## config.mk

```make
export PLATFORM = sky130hd
export DESIGN_NAME = systolic_feeder
export DESIGN_NICKNAME = d
export VERILOG_FILES = /design/src/rtl/systolic_feeder.sv
export SDC_FILE = /design/constraint.sdc
export NUM_CORES = 1
export LEC_CHECK = 0
export CORE_ASPECT_RATIO = 1.2
export CORE_MARGIN = 8
export CORE_UTILIZATION = 35
export CTS_BUF_LIST = sky130_fd_sc_hd__clkbuf_8
export CTS_CLUSTER_SIZE = 16
export DETAILED_ROUTE_END_ITERATION = 10
export DONT_BUFFER_PORTS = 1
export GPL_ROUTABILITY_DRIVEN = 0
export PLACE_DENSITY = 0.54
export SLEW_MARGIN = 20
export SYNTH_ARGS = -nofsm -noshare
export SYNTH_HDL_FRONTEND = slang
export SYNTH_SLANG_ARGS = --single-unit
```

## constraint.sdc

```tcl
create_clock -name clk -period 12.4 [get_ports clk]
set_input_delay 2.48 -clock clk [delete_from_list [all_inputs] [get_ports clk]]
set_output_delay 2.48 -clock clk [all_outputs]
set_load 0.02 [all_outputs]
```

## src/rtl/systolic_feeder.sv

```systemverilog
// systolic_feeder
//   Operand feeder for one edge of the TinyTPU systolic MAC array. Buffers up
//   to K_MAX operand vectors (N lanes of D_W bits each) written over a
//   valid/ready port. On start it streams them into the array edge with a
//   diagonal skew: lane i is delayed i cycles. out_init marks each lane's
//   first word so every PE overwrites its accumulator instead of adding to it.
//
// Ports
//   clk, rst_n  : clock, asynchronous active-low reset
//   wr_valid    : write vector offered
//   wr_ready    : feeder can accept a vector (IDLE and not full)
//   wr_data     : vector, lane i = bits [i*D_W +: D_W]
//   start       : begin streaming buffered vectors (sampled in IDLE only)
//   busy        : streaming in progress
//   done        : one-cycle pulse after the last skewed word leaves
//   out_data    : per-lane operand to the array edge (registered)
//   out_init    : per-lane first-word flag to the array edge (registered)
//   count       : vectors currently buffered
module systolic_feeder #(
  parameter int D_W   = 16,
  parameter int N     = 4,
  parameter int K_MAX = 8
) (
  input  logic                         clk,
  input  logic                         rst_n,
  input  logic                         wr_valid,
  output logic                         wr_ready,
  input  logic [N*D_W-1:0]             wr_data,
  input  logic                         start,
  output logic                         busy,
  output logic                         done,
  output logic [N*D_W-1:0]             out_data,
  output logic [N-1:0]                 out_init,
  output logic [$clog2(K_MAX+1)-1:0]   count
);

  localparam int CNT_W = $clog2(K_MAX + 1);
  localparam int IDX_W = (K_MAX > 1) ? $clog2(K_MAX) : 1;
  // Step counter must reach K_MAX+N-2 and also hold any buffer length.
  localparam int ST_W  = $clog2(K_MAX + N);

  typedef enum logic [1:0] {
    IDLE,
    STREAM,
    DONE
  } state_t;

  state_t             state;
  logic [N*D_W-1:0]   mem [K_MAX];
  logic [CNT_W-1:0]   len_q;
  logic [ST_W-1:0]    step_q;
  logic [ST_W-1:0]    last_q;

  logic               wr_accept;
  logic               start_go;
  logic [CNT_W-1:0]   nlen;
  logic [IDX_W-1:0]   wr_idx;
  logic [D_W-1:0]     word0;
  logic [ST_W-1:0]    nxt_step;
  logic [ST_W-1:0]    diff;
  logic [N*D_W-1:0]   nxt_data;
  logic [N-1:0]       nxt_init;

  assign wr_ready  = (state == IDLE) && (count < CNT_W'(K_MAX));
  assign wr_accept = wr_valid && wr_ready;
  assign wr_idx    = count[IDX_W-1:0];
  assign nlen      = count + CNT_W'(wr_accept);
  assign start_go  = start && (state == IDLE) && (nlen != '0);

  // Step 0 is registered on the start edge itself; when the buffer is empty
  // the word being written in that same cycle is the one lane 0 must show.
  assign word0 = (count == '0) ? wr_data[D_W-1:0] : mem[0][D_W-1:0];

  assign nxt_step = step_q + ST_W'(1);

  // Skewed outputs for the next step: lane i shows word (t - i) when it exists.
  always_comb begin
    nxt_data = '0;
    nxt_init = '0;
    diff     = '0;
    for (int unsigned i = 0; i < N; i++) begin
      diff = nxt_step - ST_W'(i);
      if ((nxt_step >= ST_W'(i)) && (diff < ST_W'(len_q))) begin
        nxt_data[i*D_W +: D_W] = mem[diff[IDX_W-1:0]][i*D_W +: D_W];
      end
      if (nxt_step == ST_W'(i)) begin
        nxt_init[i] = 1'b1;
      end
    end
  end

  // Buffer storage carries no reset; its contents are don't-care until written.
  always_ff @(posedge clk) begin
    if (wr_accept) begin
      mem[wr_idx] <= wr_data;
    end
  end

  always_ff @(posedge clk or negedge rst_n) begin
    if (!rst_n) begin
      state    <= IDLE;
      count    <= '0;
      len_q    <= '0;
      step_q   <= '0;
      last_q   <= '0;
      busy     <= 1'b0;
      done     <= 1'b0;
      out_data <= '0;
      out_init <= '0;
    end else begin
      case (state)
        IDLE: begin
          done <= 1'b0;
          if (wr_accept) begin
            count <= count + CNT_W'(1);
          end
          if (start_go) begin
            state             <= STREAM;
            len_q             <= nlen;
            step_q            <= '0;
            last_q            <= ST_W'(nlen) + ST_W'(N - 2);
            busy              <= 1'b1;
            out_data          <= '0;
            out_data[D_W-1:0] <= word0;
            out_init          <= N'(1);
          end
        end
        STREAM: begin
          if (step_q == last_q) begin
            state    <= DONE;
            busy     <= 1'b0;
            done     <= 1'b1;
            out_data <= '0;
            out_init <= '0;
          end else begin
            step_q   <= nxt_step;
            out_data <= nxt_data;
            out_init <= nxt_init;
          end
        end
        DONE: begin
          state <= IDLE;
          done  <= 1'b0;
          count <= '0;
        end
        default: begin
          state    <= IDLE;
          busy     <= 1'b0;
          done     <= 1'b0;
          out_data <= '0;
          out_init <= '0;
        end
      endcase
    end
  end

endmodule

```

# After elaboration in Yosys (flattened, before gate mapping)
# Memory sizes are Yosys's and may differ from the RTL's.
# Cells that the tools add are included.
# W data, S select, Z words.
dict set report word_totals {
  word_cells 87
  memories 1
  ramBits 512
  input_bits 68
  regBits 88
}
dict set report classes {
  bitwise 1
  mux 30
  magnitude_cmp 9
  n_reduce_logical 20
  n_addsub 7
  n_eq_ne 10
}
# name words word_bits rd rd_ports_with_merged_regs write_ports line
set memory_table {}
lappend memory_table {mem 8 64 5 0 1 49} ;# logic [N*D_W-1:0] mem [K_MAX];
# cell n
set op_table {}
lappend op_table {{$pmux W64 S3} 1}
lappend op_table {{$mux W64} 2}
lappend op_table {{$mux W16} 5}
lappend op_table {{$mux W4} 5}
lappend op_table {{$lt A4 B4 Y1} 4}
lappend op_table {{$pmux W4 S2} 2}
lappend op_table {{$pmux W4 S3} 1}
lappend op_table {{$mux W1} 10}
lappend op_table {{$add A4 B1 Y4 const B} 2}
lappend op_table {{$eq A4 B2 Y1 const B} 2}
lappend op_table {{$ge A4 B1 Y1 const B} 2}
lappend op_table {{$ge A4 B2 Y1 const B} 2}
lappend op_table {{$logic_and A1 B1 Y1} 8}
lappend op_table {{$logic_not A4 Y1} 2}
lappend op_table {{$ne A2 B2 Y1 const B} 4}
lappend op_table {{$reduce_and A2 Y1} 4}
lappend op_table {{$sub A4 B2 Y4 const B} 2}
lappend op_table {{$reduce_and A3 Y1} 2}
lappend op_table {{$add A4 B1 Y4} 1}
lappend op_table {{$add A4 B2 Y4 const B} 1}
lappend op_table {{$eq A4 B1 Y1 const B} 1}
lappend op_table {{$eq A4 B4 Y1} 1}
lappend op_table {{$lt A4 B4 Y1 const B} 1}
lappend op_table {{$mux W2} 2}
lappend op_table {{other kinds (9)} 10}

# Longest topological paths before layout
dict set report logic_depth {
  depth_word 8
  mapped_depth 17
  mapped_depth_nobuf 11
}

# Worst setup path before layout
# OpenSTA, ideal clock, no wires.
dict set report synth_timing {
  path_type {input port to flip-flop}
  start {in wr_valid}
  end {mem mem[0][0] in the netlist's numbering (enable)}
  setup_slack_ps 4554
  t_required_ps 11835
  arrival_time_ps 7281
  setup_time_ps 565
  stages 4
  n_path_buf 1
  path_cell_list {and2_1 clkbuf_1 nand2_1 nor3_1}
}
dict set report synth_between {
  elab_chain_len 3
}
# element line
set synth_rtl {}
lappend synth_rtl {{start: declaration} 26} ;# input logic wr_valid,
lappend synth_rtl {{$logic_and A1 B1 Y1} 65} ;# assign wr_accept = wr_valid && wr_ready;
lappend synth_rtl {{$mux W1} 94} ;# if (wr_accept) begin
lappend synth_rtl {{$mux W1 (implied by the code)} 95} ;# mem[wr_idx] <= wr_data;
lappend synth_rtl {{end: declaration} 49}
# No other way between the ends.

# Worst setup path in the final report
dict set report layout_timing {
  start {reg step_q[0]}
  end {reg out_data[0]}
}
dict set report layout_between {
  elab_chain_len 6
  word_cells_on_any_way 9
}
# element line
set layout_rtl {}
lappend layout_rtl {{start: declaration} 51} ;# logic [ST_W-1:0] step_q;
lappend layout_rtl {{start signal: assignment} 136} ;# step_q <= nxt_step;
lappend layout_rtl {{$add A4 B1 Y4} 74} ;# assign nxt_step = step_q + ST_W'(1);
lappend layout_rtl {{$ge A4 B1 Y1 or $lt A4 B4 Y1 (tied branches)} 83} ;# if ((nxt_step >= ST_W'(i)) && (diff < ST_W'(len_q))) begin
lappend layout_rtl {{$logic_and A1 B1 Y1} 83}
lappend layout_rtl {{$mux W16} 83}
lappend layout_rtl {{$mux W64 *} 129} ;# if (step_q == last_q) begin
lappend layout_rtl {{$pmux W64 S3 *} 111} ;# case (state)
lappend layout_rtl {{end signal: indexed assignment} 124} ;# out_data[D_W-1:0] <= word0;
lappend layout_rtl {{end signal: assignment} 137} ;# out_data <= nxt_data;
lappend layout_rtl {{end: declaration} 32} ;# output logic [N*D_W-1:0] out_data,
# Mark *: on every way between the ends. The rest lies on a longest branch, timed or not.
# A chain may end at the register's enable or synchronous reset.

==> reports/results.tsv <==
stage	metric	value	unit
run_status	status	finished, final reports clean	
pwr	clockPowerShare	0.248	
logic_synthesis	syn_nets	1291	
floorplanning	ios	143	
placed_design	portBuffers	0	
floorplanning	core	0.0657	sq mm
placed_design	postPlaceCellArea	0.0243	sq mm
sta	post-route-min-period	5170	ps
pwr	swShare	0.349	
cells_and_area	fin_area	0.0260	sq mm
logic_synthesis	synthCells	1198	
floorplanning	die-width	251	um
critical_path	cp_top_family	buffers and inverters	
placed_design	dp_hpwl	29.3	mm
cells_and_area	instances_no_fill	2165	
pwr	fin_total_pwr	6.24	mW
drt	num_vias	11342	
critical_path	cp_max_fo	69	
logic_synthesis	async_reset_ff_frac	0.145	
global_routing	grt_pass1_vias	12260	
logic_synthesis	synth_area_leaders	edfxtp_1, dfrtp_1, mux4_2	
cells_and_area	fin_util	0.396	
pwr	internal-power	4.07	mW
logic_synthesis	syn_area	0.0232	sq mm
logic_synthesis	synth_seq_cells	599	
clocking	cts_resized	0	
sta	drv_slew	0	
logic_synthesis	synth_top_area_frac	0.662	
clocking	clk_latency	660	ps
clocking	numCtsBuffers	89	
sta	hold_violations	0	
clocking	holdBufCountCts	0	
floorplanning	dieArea	0.0749	sq mm
sta	timing.slew.headroom	0.280	
global_routing	grt_overflow_total	0	
floorplanning	num_rows	103	
cells_and_area	fin_nets	1342	
cells_and_area	area_growth	12.1	%
global_routing	grt_util_all_layers	0.146	
global_routing	grt_max_degree	88	
floorplanning	die_h	298	um
critical_path	cp_num_buf_inv	3	
pwr	power.density	240	mW/mm^2
logic_synthesis	synth_edf_count	512	
logic_synthesis	yosysMostFrequentCell	edfxtp_1	
logic_synthesis	ys.flop_type	edfxtp_1	
sta	tns	0	ps
placed_design	post-place-ws	6890	ps
hold_path	hold_path.class	flop to flop	
logic_synthesis	avgSynthCellArea	19.4	sq um
logic_synthesis	ys_seq_area_frac	0.756	
drt	drtAntennaViolNets	0	
drt	route.detailed.drc	0	
critical_path	crit_slowest_cell	buf_4	
logic_synthesis	synth_cell_types	45	
critical_path	cp.required	12930	ps
critical_path	path_cells	buf_4, inv_1, ha_4, buf_4, ha_1, nor2b_1, o21a_1, o21ai_0, nand3b_1, o221ai_1	
clocking	cts_max_path_buffers	3	
clocking	tritoncts	built	
global_routing	antenna_found_initial	1	
logic_synthesis	ys_warn_count	0	
critical_path	cp.arrival	5700	ps
sta	setup_viol	0	
job	max_cap_viol_count	0	
floorplanning	start_util	0.353	
sta	rsz0062_at_grt	no	
pwr	p_sw	2.18	mW
drt	drt_iter0_drc	819	
sta	worstMarginPinSlew	1080	ps
clocking	clk_pin_slew_worst_paths	70	ps
drt	wl_per_cell	25.4	um
sta	fmax	0.194	GHz
logic_synthesis	synth.largest_area_cell	edfxtp_1	
sta	finClkSkew	13.0	ps
critical_path	crit_top_cell	buf_4	
critical_path	critical_path.max_stage_delay	800	ps
pwr	ir_worst_vdd	155	uV
global_routing	grt_pass1_wl	81.5	mm
sta	layout_setup_ws	7230	ps
drt	first_pass_iters	5	
cells_and_area	layout-drive-gt1-share	0.202	
clocking	h-tree-depth	3	
clocking	cts_setup_buffers	0	
sta	period_share	0.417	
pwr	p_leak	8.86	nW
drt	drt_wl_total	54.9	mm
clocking	root_buffer	clkbuf_8	
placed_design	dp.cells	1998	
pwr	p_seq_frac	0.427	
logic_synthesis	synthTopCellsByCount	edfxtp_1, mux2i_1, mux4_2	
critical_path	cp-end-kind	flop	
critical_path	crit_path_start_kind	flop	
drt	drt-vias-per-instance	5.24	
clocking	clock-sinks	599	
sta	hold_ws	526	ps
critical_path	worstSetupPathType	flop to flop	
pwr	comb_power_share	0.326	
flip-flops by register name, summed over array words and instances (netlist names):
signal    flops
step_q        4
out_init      4
state         2
count         4
len_q         4
out_data     64
busy          1
last_q        3
done          1
mem         512
layer usage:
layer  part of all wire  GRT usage
met5                  0          0
met4              0.021     0.0483
met3              0.085     0.0533
met2               0.49      0.243
met1               0.40      0.174
cells by family (layout without fill, tap and decap cells):
logic type | after synthesis | after routing | share of synthesized area
flops | 599 | 599 | 0.756
mux | 194 | 194 | 0.135
compound gates | 130 | 130 | 0.0463
fa+ha+maj | 25 | 25 | 0.0135
xor+xnor | 14 | 14 | 0.00528
simple gates | 152 | 152 | 0.0288
buf+inv | 84 | 210 | 0.0146
other cells | 0 | 1 | 0
cell type report:
class                   instances  area, sq um
fillers                      5891        39700
flip-flops and latches        599        17600
multi-input cells             515         5440
clock buffers                  97         1340
well taps                     840         1050
clock inverters                69          387
repair buffers                 27          203
inverters                      17         63.8
diodes                          1         2.50
layout by cell type (no fill, tap or decap), drive strengths merged, types with 3 or more instances in the layout:
master and instances:
edfxtp 512, clkbuf 97, mux2i 96, mux4 96, dfrtp 87, nand2 86, inv 45, clkinv 34
a32oi 32, o2bb2ai 32, buf 27, ha 25, nand3 20, nor2 20, a32o 16, o221ai 16
o21ai 13, xor2 9, a21oi 6, xnor2 5, and2 5, nor2b 5, nor3 5, o21a 4
clkinvlp 4, a22o 3, bufinv 3
final timing paths:
kind                                     end  slack (ps)  cells past startpoint  startpoint
worst min register to register     last_q[2]         530                      2   last_q[2]
worst max register to register   out_data[0]        7230                     10   step_q[0]
max in group asynchronous       out_data[25]       10620                      0       rst_n
worst max-delay path             out_data[0]        7230                     10   step_q[0]
worst min-delay path               last_q[2]         530                      2   last_q[2]
min in group asynchronous       out_data[57]        1530                      0       rst_n
power by group through the flow:
stage | logic, mW | registers, mW | clock network [mW]
6_report | 2.03 | 2.66 | 1.55
2_1_floorplan | 1.56 | 2.63 | 0
3_5_place_dp | 2.09 | 2.71 | 0
4_1_cts | 2.10 | 2.67 | 1.60
5_1_grt | 2.24 | 2.70 | 1.67
3_3_place_gp | 2.07 | 2.71 | 0
tightest hold or removal path, cell delays in order, from the launching register on:
cell and delay [ps]:
dfrtp_1 370, nand2_1 60, nand2_1 70
Note: power is estimated with default switching activity, not from simulation.
